<file path="src/rtl/mc_pkg.sv">
// Shared definitions for the multicycle MIPS microsequencer and its control store:
// micro-state map, addrctl sequencing codes and the opcodes the dispatch tables decode.
package mc_pkg;

   localparam int MC_STATE_W = 4;

   typedef enum logic [3:0] {
      FETCH   = 4'd0,
      DECODE  = 4'd1,
      MEMADR  = 4'd2,
      MEMRD   = 4'd3,
      MEMWB   = 4'd4,
      MEMWR   = 4'd5,
      RTYPEEX = 4'd6,
      RTYPEWB = 4'd7,
      BEQEX   = 4'd8,
      JEX     = 4'd9,
      HALT    = 4'd10
   } mc_state_e;

   typedef enum logic [1:0] {
      AC_FETCH = 2'b00,
      AC_DISP1 = 2'b01,
      AC_DISP2 = 2'b10,
      AC_SEQ   = 2'b11
   } mc_addrctl_e;

   localparam logic [5:0] OP_RTYPE = 6'b000000;
   localparam logic [5:0] OP_LW    = 6'b100011;
   localparam logic [5:0] OP_SW    = 6'b101011;
   localparam logic [5:0] OP_BEQ   = 6'b000100;
   localparam logic [5:0] OP_J     = 6'b000010;

   // Codes above HALT have no microcode behind them.
   function automatic logic is_valid_state(input logic [3:0] s);
      return (s <= HALT);
   endfunction

   // States that wait on the memory handshake before moving on.
   function automatic logic is_wait_state(input logic [3:0] s);
      return (s == FETCH) || (s == MEMRD) || (s == MEMWR);
   endfunction

   // Execution states whose return to FETCH retires an instruction.
   function automatic logic is_retire_state(input logic [3:0] s);
      return (s >= MEMADR) && (s <= JEX);
   endfunction

endpackage

</file>
<file path="src/rtl/dispatch_rom.sv">
// Opcode dispatch tables: sel=0 selects the DECODE table, sel=1 the MEMADR table.
// Opcodes absent from the selected table raise illegal; next_state then defaults to FETCH.
module dispatch_rom
   import mc_pkg::*;
(
   input  logic [5:0] opcode,
   input  logic       sel,
   output logic [3:0] next_state,
   output logic       illegal
);

   // Table lookup; every miss is reported rather than silently mapped.
   always_comb begin
      next_state = FETCH;
      illegal    = 1'b0;
      if (sel == 1'b0) begin
         case (opcode)
            OP_RTYPE:     next_state = RTYPEEX;
            OP_LW, OP_SW: next_state = MEMADR;
            OP_BEQ:       next_state = BEQEX;
            OP_J:         next_state = JEX;
            default:      illegal    = 1'b1;
         endcase
      end else begin
         case (opcode)
            OP_LW:   next_state = MEMRD;
            OP_SW:   next_state = MEMWR;
            default: illegal    = 1'b1;
         endcase
      end
   end

endmodule

</file>
<file path="src/rtl/mc_checker.sv">
// Run-time invariants of the microsequencer outputs; carries no functional logic.
module mc_checker
   import mc_pkg::*;
#(
   parameter int STATE_W = 4
)
(
   input logic               clock,
   input logic               reset,
   input logic [STATE_W-1:0] state,
   input logic               halted
);

   logic armed_r;

   // Stays quiet until a reset has been seen so power-up contents are not flagged.
   always_ff @(posedge clock) begin
      if (reset) begin
         armed_r <= 1'b1;
      end else begin
         armed_r <= armed_r;
      end
   end

   halted_tracks_state: assert property (@(posedge clock) disable iff (reset || !armed_r)
      halted == (state == HALT));

   state_in_map: assert property (@(posedge clock) disable iff (reset || !armed_r)
      is_valid_state(state));

endmodule

</file>
<file path="src/rtl/microsequencer.sv">
// Micro-state register and next-state logic feeding the microprogram control store;
// also flags illegal opcodes at dispatch and counts retired instructions.
module microsequencer
   import mc_pkg::*;
#(
   parameter int STATE_W      = 4,
   parameter int COUNT_W      = 16,
   parameter bit ILLEGAL_HALT = 1'b1
)
(
   input  logic               clock,
   input  logic               reset,
   input  logic [5:0]         opcode,
   input  logic [1:0]         addrctl,
   input  logic               mem_ready,
   output logic [STATE_W-1:0] state,
   output logic               illegal,
   output logic               halted,
   output logic [COUNT_W-1:0] instr_count
);

   logic [STATE_W-1:0] state_r;
   logic [STATE_W-1:0] state_nx_s;
   logic               illegal_r;
   logic               halted_r;
   logic [COUNT_W-1:0] count_r;
   logic               advance_s;
   logic               illegal_set_s;
   logic               count_inc_s;
   logic               halted_nx_s;
   logic [3:0]         disp_next_s;
   logic               disp_illegal_s;

   dispatch_rom u_dispatch_rom (
      .opcode     (opcode),
      .sel        (addrctl == AC_DISP2),
      .next_state (disp_next_s),
      .illegal    (disp_illegal_s)
   );

   // State and status registers; reset wins over HALT and stalls alike.
   always_ff @(posedge clock) begin
      if (reset) begin
         state_r   <= FETCH;
         illegal_r <= 1'b0;
         halted_r  <= 1'b0;
         count_r   <= '0;
      end else begin
         state_r   <= state_nx_s;
         illegal_r <= illegal_r | illegal_set_s;
         halted_r  <= halted_nx_s;
         if (count_inc_s) begin
            count_r <= count_r + COUNT_W'(1);
         end else begin
            count_r <= count_r;
         end
      end
   end

   // Next micro-state: HALT hold, invalid-code recovery, memory stall, then addrctl.
   always_comb begin
      state_nx_s    = state_r;
      advance_s     = 1'b0;
      illegal_set_s = 1'b0;
      if (state_r == HALT) begin
         state_nx_s = state_r;
      end else if (!is_valid_state(state_r)) begin
         state_nx_s = FETCH;
      end else if (is_wait_state(state_r) && !mem_ready) begin
         state_nx_s = state_r;
      end else begin
         advance_s = 1'b1;
         case (addrctl)
            AC_FETCH: state_nx_s = FETCH;
            AC_DISP1, AC_DISP2: begin
               if (disp_illegal_s) begin
                  illegal_set_s = 1'b1;
                  state_nx_s    = ILLEGAL_HALT ? HALT : FETCH;
               end else begin
                  state_nx_s = disp_next_s;
               end
            end
            AC_SEQ:   state_nx_s = state_r + STATE_W'(1);
            default:  state_nx_s = FETCH;
         endcase
      end
   end

   // Retire accounting and the HALT indicator that accompanies the next state.
   always_comb begin
      count_inc_s = 1'b0;
      halted_nx_s = 1'b0;
      if (advance_s && (addrctl == AC_FETCH) && is_retire_state(state_r)) begin
         count_inc_s = 1'b1;
      end else begin
         count_inc_s = 1'b0;
      end
      if (state_nx_s == HALT) begin
         halted_nx_s = 1'b1;
      end else begin
         halted_nx_s = 1'b0;
      end
   end

   mc_checker #(.STATE_W(STATE_W)) u_mc_checker (
      .clock  (clock),
      .reset  (reset),
      .state  (state_r),
      .halted (halted_r)
   );

   assign state       = state_r;
   assign illegal     = illegal_r;
   assign halted      = halted_r;
   assign instr_count = count_r;

endmodule

</file>
<file path="config.mk">
export PLATFORM = sky130hd
export DESIGN_NAME = microsequencer
export DESIGN_NICKNAME = d
export VERILOG_FILES = /design/src/rtl/mc_pkg.sv /design/src/rtl/dispatch_rom.sv /design/src/rtl/mc_checker.sv /design/src/rtl/microsequencer.sv
export SDC_FILE = /design/constraint.sdc
export NUM_CORES = 1
export LEC_CHECK = 0
export ABC_AREA = 1
export CAP_MARGIN = 20
export CORE_ASPECT_RATIO = 0.5
export CORE_MARGIN = 1.5
export CORE_UTILIZATION = 54
export DETAILED_ROUTE_END_ITERATION = 10
export PLACE_DENSITY = 0.84
export SKIP_LAST_GASP = 1
export SLEW_MARGIN = 20
export SYNTH_ARGS = -nofsm -noshare
export SYNTH_HDL_FRONTEND = slang
export SYNTH_SLANG_ARGS = --single-unit
export TNS_END_PERCENT = 10
</file>
<file path="constraint.sdc">
create_clock -name clock -period 3 [get_ports clock]
set_input_delay 0.6 -clock clock [delete_from_list [all_inputs] [get_ports clock]]
set_output_delay 0.6 -clock clock [all_outputs]
set_load 0.02 [all_outputs]
</file>
Word level (Yosys, flattened, before mapping)
Index checks and enable logic that the tools add are counted.
{"block": "totals", "regBits": 22, "latch_bits": 0, "mem_bits_rw": 0, "rom_bits": 0, "in_bits": 11, "memories": 0}
{"block": "classes", "add_sub_neg": 2, "n_mul": 0, "div_mod_pow": 0, "order_cmp": 3, "eq_ne": 11, "n_shift": 0, "muxes": 21, "bitwise": 1, "n_reduce_logical": 13}
{"op": "$mux W4", "count": 5}
{"op": "$add A16 B1 Y16 const B", "count": 1}
{"op": "$pmux W4 S4", "count": 1}
{"op": "$mux W1", "count": 13}
{"op": "$eq A6 B6 Y1 const B", "count": 2}
{"op": "$pmux W4 S3", "count": 1}
{"op": "$eq A4 B4 Y1 const B", "count": 2}
{"op": "$le A4 B4 Y1 const B", "count": 2}
{"op": "$eq A6 B2 Y1 const B", "count": 1}
{"op": "$eq A6 B3 Y1 const B", "count": 1}
{"op": "$logic_not A6 Y1", "count": 1}
{"op": "$pmux W3 S2", "count": 1}
{"op": "$reduce_or A5 Y1", "count": 1}
{"op": "$add A4 B1 Y4 const B", "count": 1}
{"op": "$eq A2 B2 Y1 const B", "count": 2}
{"op": "$eq A4 B2 Y1 const B", "count": 1}
{"op": "$eq A4 B3 Y1 const B", "count": 1}
{"op": "$ge A4 B2 Y1 const B", "count": 1}
{"op": "$logic_and A1 B1 Y1", "count": 4}
{"op": "$logic_not A4 Y1", "count": 1}
{"op": "$reduce_or A2 Y1", "count": 2}
{"op": "$eq A2 B1 Y1 const B", "count": 1}
{"op": "$logic_not A2 Y1", "count": 1}
{"op": "$logic_or A1 B1 Y1", "count": 2}
{"op": "2 further kinds", "count": 2}

Depth between registers and ports, before layout
Gate-level depths: netlist of run 1.
{"block": "depth", "ltp_word": 11, "ltp_mapped": 13}

Modules after synthesis
From an unflattened synthesis of run 1, not the netlist that was laid out.
{"block": "unflattened", "hier_cells": 262, "area_unflattened_um2": 1647.8}
{"mod": "microsequencer", "n_inst": 1, "cells_per_inst": 232, "area_each_um2": 1482.7, "seq_area_each_um2": 440.4}
{"mod": "dispatch_rom", "n_inst": 1, "cells_per_inst": 30, "area_each_um2": 165.2, "seq_area_each_um2": 0.0}

Worst setup path before layout of run 1
No wires, ideal clock.
{"block": "synth_timing", "path_type": "flip-flop to flip-flop", "from": "register state_r[1], in the netlist state[1]", "to": "register count_r[11], in the netlist instr_count[11]", "setup_time_ps": 115, "arrival_time_ps": 1781, "required_time_ps": 2885, "setup_slack_ps": 1104, "stages_incl_launch_ff": 13, "path_buffers": 0, "synth_period_minus_slack_ps": 1896, "path_cell_list": "dfxtp_1 > inv_1 > ha_1 > o21ai_0 > nor2_2 > nor2_4 > nand2_4 > nor2_4 > nand3_4 > nor2_4 > nand3_1 > nand2_1 > nor2_1"}
{"block": "synth_via", "elab_chain_cells": 10}
{"item": "from (decl)", "line_no": "microsequencer.sv:22", "rtl": "logic [STATE_W-1:0] state_r;"}
{"item": "from (signal assigned)", "line_no": "microsequencer.sv:49", "rtl": "state_r <= state_nx_s;"}
{"item": "$eq A4 B2 Y1 / $logic_not A4 Y1 (equally long branches)", "line_no": "mc_pkg.sv:41", "rtl": "return (s == FETCH) || (s == MEMRD) || (s == MEMWR);"}
{"item": "$logic_or A1 B1 Y1 (2 in a row)", "line_no": "mc_pkg.sv:41"}
{"item": "$logic_and A1 B1 Y1", "line_no": "microsequencer.sv:69", "rtl": "end else if (is_wait_state(state_r) && !mem_ready) begin"}
{"item": "$mux W1", "line_no": "microsequencer.sv:69"}
{"item": "$mux W1", "line_no": "microsequencer.sv:67", "rtl": "end else if (!is_valid_state(state_r)) begin"}
{"item": "$mux W1", "line_no": "microsequencer.sv:65", "rtl": "if (state_r == HALT) begin"}
{"item": "$logic_and A1 B1 Y1", "line_no": "microsequencer.sv:93", "rtl": "if (advance_s && (addrctl == AC_FETCH) && is_retire_state(state_r)) begin"}
{"item": "$logic_and A1 B1 Y1 *", "line_no": "microsequencer.sv:93"}
{"item": "$mux W1 *", "line_no": "microsequencer.sv:93"}
{"item": "to (signal assigned)", "line_no": "microsequencer.sv:53", "rtl": "count_r <= count_r + COUNT_W'(1);"}
{"item": "to (signal assigned)", "line_no": "microsequencer.sv:55", "rtl": "count_r <= count_r;"}
{"item": "to (decl)", "line_no": "microsequencer.sv:26", "rtl": "logic [COUNT_W-1:0] count_r;"}
Mark *: on every way between the ends. The rest lies on a longest branch, timed or not.
A chain may end at the register's enable or synchronous reset.

Worst setup path after layout of run 1
Same ends and word-level chain as after synthesis.

==> results.py, run 1 <==
metrics = {
    "global_route": {
        "antenna_found_initial": 0,
        "grt_max_degree": 15,
        "grtUsageTotal_pct": 24.5,
        "grt_overflow": 0,
        "grt_pass1_wl_microns": 5840,
        "grt_pass1_vias": 1387,
    },
    "timing": {
        "drv_slew": 0,
        "period_needed_ns": 2.14,
        "hold_viol_final": 0,
        "max_freq_mhz": 468,
        "skew_ns": 0.00298,
        "rsz0062_at_grt": "false",
        "setup_viol": 0,
        "fin_crit_sh_pct": 71.2,
        "timing.slew.headroom_pct": 63.6,
        "worst_pin_slew_ns": 0.544,
        "tns_ns": 0,
    },
    "setup_path": {
        "cp_slowest_cell": "dfxtp_1",
        "critical_path.top_delay_family": "simple AND/OR/NAND/NOR gates",
        "cp_max_fo": 14,
        "slowest_delay_ns": 0.48,
        "critPathRequiredTime_ns": 3.16,
        "end_kind": "flop",
        "cp.arrival_ns": 2.30,
        "crit_top_cell": "nor2_4",
        "critPathBufInv": 1,
        "path_cells": "inv_1 -> ha_1 -> o21ai_0 -> nor2_2 -> nor2_4 -> nand2_4 -> nor2_4 -> nand3_4 -> nor2_4 -> nand3_1 -> nand2_1 -> nor2_1",
        "cp-start-kind": "flop",
        "path_class": "flop to flop",
    },
    "synth": {
        "synth_xor_area_share_pct": 4.72,
        "synth_top_family_by_area": "simple AND/OR/NAND/NOR gates",
        "synth_cell_types": 27,
        "ys_warn_count": 0,
        "synth_mux_area_share_pct": 0,
        "syn_inst": 227,
        "synth-simple-area-share_pct": 37.1,
        "synth.yosys.seq_area_share_pct": 29.7,
        "syn-num-nets": 248,
        "syn_area_per_cell_sq_um": 6.54,
        "synthesis.area_sq_um": 1490,
        "synth_compound_area_share_pct": 11.9,
        "ys_seq_elements": 22,
        "synthAdderAreaFrac_pct": 8.42,
    },
    "run_status": {
        "status": "complete, no violations",
    },
    "placed_design": {
        "hpwl_microns": 2730,
        "place.gp.congestion": 0.868,
        "port_buffers": 32,
    },
    "job": {
        "cap_viol_max_count": 0,
    },
    "power": {
        "totalPowerFinal_w": 0.000669,
        "p_per_area_nw_per_um2": 352,
        "ir_worst_vdd_mv": 0.171,
        "leakage_nw": 0.760,
        "combPwrFrac_pct": 21.9,
        "p_switching_w": 0.000191,
        "switching_share_pct": 28.5,
        "power_frac_seq_pct": 47.1,
        "p_int_w": 0.000478,
        "pwr-share-clk_pct": 31.0,
    },
    "finish": {
        "layout-drive-gt1-share_pct": 5.36,
        "utilization_pct": 72.9,
        "final_common_cell": "nand2_1",
        "final_cell_mix": "nand2_1 (58), clkdlybuf4s50_1 (32), inv_1 (28), nor2_1 (28), dfxtp_1 (22)",
        "fillers": 227,
        "areaGrowthSynthToFinish_pct": 27.8,
        "final_nets": 283,
        "diodes": 0,
    },
    "die": {
        "num_rows": 13,
        "dieArea_sq_um": 3090,
        "start_util_pct": 57.1,
        "io_pins": 33,
        "die_w_microns": 77.2,
        "coreArea_sq_um": 2600,
        "die_h_microns": 40.1,
    },
    "drt": {
        "ant_nets": 0,
        "vias": 1551,
        "drc": 0,
        "drt-vias-per-instance": 5.20,
        "first_iter_violations": 93,
        "routed_wl_microns": 3620,
        "avgRoutedWirePerCell_microns": 12.2,
        "dr.pass1.iters": 5,
    },
    "clocking": {
        "ctsHoldBuffers": 0,
        "clk_latency_ns": 0.26,
        "ctsResizeCount": 0,
        "tritoncts": "done",
        "cts.sinks": 22,
        "cts-buffers-inserted": 3,
        "clk_transition_reported_paths_ns": 0.07,
        "clock_path_buffers": 2,
        "root_buffer": "clkbuf_8",
        "ctsHtreeMaxLevel": 1,
        "cts_setup_buffers": 0,
    },
    "worst_hold_path": {
        "hold_path.class": "flop to flop",
    },
}
layer usage:
metal / GRT usage, % / vias to the layer above / wire (microns)
met1: 28.5 / 698 / 1570
li1: - / 796 / -
met3: 4.32 / 5 / 210
met2: 48.5 / 52 / 1820
met5: 0 / - / 0
met4: 8.64 / 0 / 23
worst min-delay path, stage by stage, from the launching register on:
cell	delay (ns)
dfxtp_1	0.34
a31oi_1	0.05
nor2_1	0.07
path summary, 6_finish.rpt:
| kind | startpoint | endpoint | slack [ns] | depth (start not counted) |
|---|---|---|---|---|
| setup / recovery | state[1]$_SDFF_PP0_ | instr_count[11]$_SDFFE_PP0P_ | 0.86 | 12 |
| hold / removal | illegal$_SDFF_PP0_ | illegal$_SDFF_PP0_ | 0.49 | 2 |
| setup reg to reg | state[1]$_SDFF_PP0_ | instr_count[11]$_SDFFE_PP0P_ | 0.86 | 12 |
| hold reg to reg | illegal$_SDFF_PP0_ | illegal$_SDFF_PP0_ | 0.49 | 2 |
cells by family after synthesis:
family                     after synthesis
and+or+nand+nor                        122
buffers and inverters                   32
adders and majority gates               10
xor gates and xnor gates                 8
DFF                                     22
AOI/OAI and AO/OA                       33
cell usage after synthesis:
master | count | area share (%)
nand2_1 | 58 | 15
inv_1 | 28 | 7.1
nor2_1 | 28 | 7.1
dfxtp_1 | 22 | 30
nand3_1 | 19 | 6.4
a21oi_1 | 16 | 5.4
o21ai_0 | 13 | 4.4
ha_1 | 10 | 8.4
nor3_1 | 4 | 1.3
xnor2_1 | 4 | 2.4
xor2_1 | 4 | 2.4
nand4_1 | 3 | 1.3
nor2_4 | 3 | 2.3
nor2_2 | 2 | 0.84
a21boi_0 | 1 | 0.51
a21boi_2 | 1 | 0.76
a31oi_1 | 1 | 0.42
and3_1 | 1 | 0.42
buf_2 | 1 | 0.34
clkbuf_1 | 1 | 0.25
clkinv_2 | 1 | 0.34
inv_2 | 1 | 0.25
nand2_4 | 1 | 0.76
nand3_4 | 1 | 1.2
nor4_1 | 1 | 0.42
o22ai_1 | 1 | 0.42
or2_1 | 1 | 0.42
power by group through the flow:
stage                     Combinational [W]  Sequential, W  Clock, W
final                              0.000147       0.000315  0.000207
after global routing               0.000163       0.000317  0.000230
after CTS                          0.000146       0.000315  0.000213
after detailed placement           0.000146       0.000321         0
after global placement             0.000140       0.000321         0
after floorplan                   0.0000814       0.000329         0
layout make-up:
type / count / area [sq um] / share of cell area (%)
Timing Repair Buffer: 32 / 320 / 16.9
Inverter: 30 / 114 / 6.00
Multi-Input combinational cell: 173 / 922 / 48.6
Sequential cell: 22 / 440 / 23.2
Clock buffer: 4 / 55.1 / 2.90
Tap cell: 37 / 46.3 / 2.44
metrics by stage:
| step | hold WS [ns] | area (sq um) | setup WS (ns) | cells |
|---|---|---|---|---|
| 4_1_cts | 0.490 | 1900 | 0.853 | 298 |
| 3_5_place_dp | 0.477 | 1840 | 0.637 | 294 |
| 3_3_place_gp | 0.463 | 1840 | 0.715 | 294 |
| 5_1_grt | 0.509 | 1900 | 0.631 | 298 |
| 2_1_floorplan | 0.547 | 1490 | 1.10 | 227 |
| 6_report | 0.487 | 1900 | 0.864 | 298 |
flip-flops by register name, summed over array words and instances, names as in the netlist:
| register | count |
|---|---|
| state | 4 |
| instr_count | 16 |
| halted | 1 |
| illegal | 1 |
(Power assumes the default switching activity.)
==> run 2, diff against run 1 <==
--- a/config.mk
+++ b/config.mk
@@ -9,9 +9,9 @@
 export CAP_MARGIN = 20
 export CORE_ASPECT_RATIO = 0.5
 export CORE_MARGIN = 1.5
-export CORE_UTILIZATION = 54
+export CORE_UTILIZATION = 50
 export DETAILED_ROUTE_END_ITERATION = 10
-export PLACE_DENSITY = 0.84
+export PLACE_DENSITY = 0.78
 export SKIP_LAST_GASP = 1
 export SLEW_MARGIN = 20
 export SYNTH_ARGS = -nofsm -noshare
==> constraint.sdc (replaced) <==
create_clock -name clock -period 2.1 [get_ports clock]
set_input_delay 0.42 -clock clock [delete_from_list [all_inputs] [get_ports clock]]
set_output_delay 0.42 -clock clock [all_outputs]
set_load 0.02 [all_outputs]
==> run 2 against run 1 <==
  * Combinational power grew 53%
  * Highest routed layer unchanged
  * Critical path type is now primary input to flop
  * Worst setup slack lost 0.65 ns
  * Count of clock-buffer cells in the layout is the same
  * Critical path depth grew 2
  * Core utilization shrank 0.37 points
  * Design area grew 3.2%
  * Flip-flop and latch count is the same
  * Total power grew 46%
==> results.py, run 2 (synthesis gave the netlist of run 1 again) <==
metrics = {
    "timing": {
        "fin_crit_sh_pct": 89.6,
        "timing.slew.headroom_pct": 74.4,
        "skew_ns": 0.00983,
        "setup_viol": 0,
        "worst_pin_slew_ns": 0.381,
        "hold_viol_final": 0,
        "drv_slew": 0,
        "max_freq_mhz": 531,
        "period_needed_ns": 1.88,
        "rsz0062_at_grt": "false",
    },
    "job": {
        "cap_viol_max_count": 0,
    },
    "power": {
        "leakage_nw": 0.800,
        "ir_worst_vdd_mv": 0.282,
        "totalPowerFinal_w": 0.000980,
        "p_per_area_nw_per_um2": 500,
    },
    "finish": {
        "areaGrowthSynthToFinish_pct": 31.9,
        "final_nets": 291,
        "fillers": 246,
        "layout-drive-gt1-share_pct": 8.55,
        "largest_register_ffs": 16,
        "final_common_cell": "nand2_1",
        "diodes": 0,
        "final_cell_mix": "nand2_1 (58), clkdlybuf4s50_1 (32), inv_1 (28), nor2_1 (28), dfxtp_1 (21)",
        "utilization_pct": 72.6,
    },
    "drt": {
        "first_iter_violations": 64,
        "avgRoutedWirePerCell_microns": 11.3,
        "drt-vias-per-instance": 5.17,
        "routed_wl_microns": 3470,
        "vias": 1583,
        "drc": 0,
        "dr.pass1.iters": 4,
        "ant_nets": 0,
    },
    "setup_path": {
        "cp-endpoint": "halted$_SDFF_PP0_",
        "cp_max_fo": 4,
        "end_kind": "flop",
        "worstReg2RegStart": "state[1]$_SDFF_PP0_",
        "rr_worst_depth": 12,
        "reg2reg_slack_ns": 0.24,
        "reg2reg_to": "instr_count[11]$_SDFFE_PP0P_",
        "crit_start": "addrctl[0]",
        "cp-start-kind": "primary input",
        "critPathRequiredTime_ns": 2.26,
        "path_class": "primary input to flop",
        "cp.arrival_ns": 2.05,
    },
    "clocking": {
        "clock_path_buffers": 2,
        "clk_transition_reported_paths_ns": 0.07,
        "root_buffer": "clkbuf_8",
        "clk_latency_ns": 0.27,
        "ctsHtreeMaxLevel": 1,
        "tritoncts": "done",
        "cts_setup_buffers": 0,
        "cts-buffers-inserted": 3,
        "cts.sinks": 22,
    },
    "die": {
        "num_rows": 13,
        "coreArea_sq_um": 2700,
        "die_w_microns": 80.1,
        "dieArea_sq_um": 3330,
        "io_pins": 33,
        "die_h_microns": 41.5,
        "start_util_pct": 55.0,
    },
    "global_route": {
        "grt_pass1_vias": 1397,
        "antenna_found_initial": 0,
        "grt_overflow": 0,
        "grtUsageTotal_pct": 22.5,
        "grt_pass1_wl_microns": 5940,
        "grt_max_degree": 13,
    },
    "run_status": {
        "status": "complete, no violations",
    },
    "placed_design": {
        "port_buffers": 32,
        "place.gp.congestion": 0.901,
        "hpwl_microns": 2710,
    },
    "worst_hold_path": {
        "hold_path.class": "flop to flop",
        "holdPathStages": 2,
    },
}
[run 2: cell types whose count changed in the layout (fill, tap and decap cells not counted)]
| cell | previous run | this run |
|---|---|---|
| dfxtp_2 | 0 | 1 |
| dfxtp_1 | 22 | 21 |
| buf_4 | 0 | 8 |
[run 2: metal layers]
metal / part of all wire (%) / global-route usage (%)
met2: 47 / 39.5
met3: 4.9 / 4.84
met4: 0.38 / 6.55
met5: 0 / 0
met1: 48 / 27.8
[run 2: timing repair]
| action | CTS | global route |
|---|---|---|
| gates resized for setup | 0 | 1 |
| hold buffers | 0 | 0 |
| setup endpoints to repair | 0 | 2 |
[run 2: stage by stage]
step	setup WS, ns	hold slack (ns)	instances	cell area [sq um]	TNS, ns
floorplan	0.204	0.489	227	1490	0
global placement	0.0635	0.449	302	1900	0
detailed placement	-0.0309	0.468	302	1900	-0.0309
CTS	0.138	0.485	306	1960	0
global route	0.0192	0.515	306	1960	0
finish	0.218	0.480	306	1960	0
[run 2: worst min-delay path by stage]
| stage | start | endpoint | slack, ns |
|---|---|---|---|
| 3_5_place_dp | illegal$_SDFF_PP0_ | illegal$_SDFF_PP0_ | 0.47 |
| 2_1_floorplan | reset | instr_count[4]$_SDFFE_PP0P_ | 0.49 |
| 3_3_place_gp | illegal$_SDFF_PP0_ | illegal$_SDFF_PP0_ | 0.45 |
| 5_1_grt | instr_count[15]$_SDFFE_PP0P_ | instr_count[15]$_SDFFE_PP0P_ | 0.52 |
| 6_report | illegal$_SDFF_PP0_ | illegal$_SDFF_PP0_ | 0.48 |
| 4_1_cts | illegal$_SDFF_PP0_ | illegal$_SDFF_PP0_ | 0.49 |
[run 2: layout make-up]
type                            instances  area (sq um)  area share (%)
Inverter                               30           114            5.81
Clock buffer                            4          55.1            2.81
Tap cell                               37          46.3            2.36
Sequential cell                        22           442            22.5
Multi-Input combinational cell        173           922            47.1
Timing Repair Buffer                   40           380            19.4
[run 2: critical path, stage by stage]
cell	delay, ns
clkdlybuf4s50_1	0.42
inv_1	0.11
ha_1	0.22
inv_1	0.08
nand4_1	0.11
nand2_1	0.10
a21boi_0	0.21
nand2_1	0.08
nand2_1	0.05
nand2_1	0.05
nand2_1	0.07
nand2_1	0.05
nand2_1	0.05
nor2_1	0.04
[run 2: power by group]
part	switching [W]	internal, W
Sequential	0.0000162	0.000431
Clock	0.000141	0.000167
Combinational	0.000125	0.0000993
Total	0.000282	0.000698
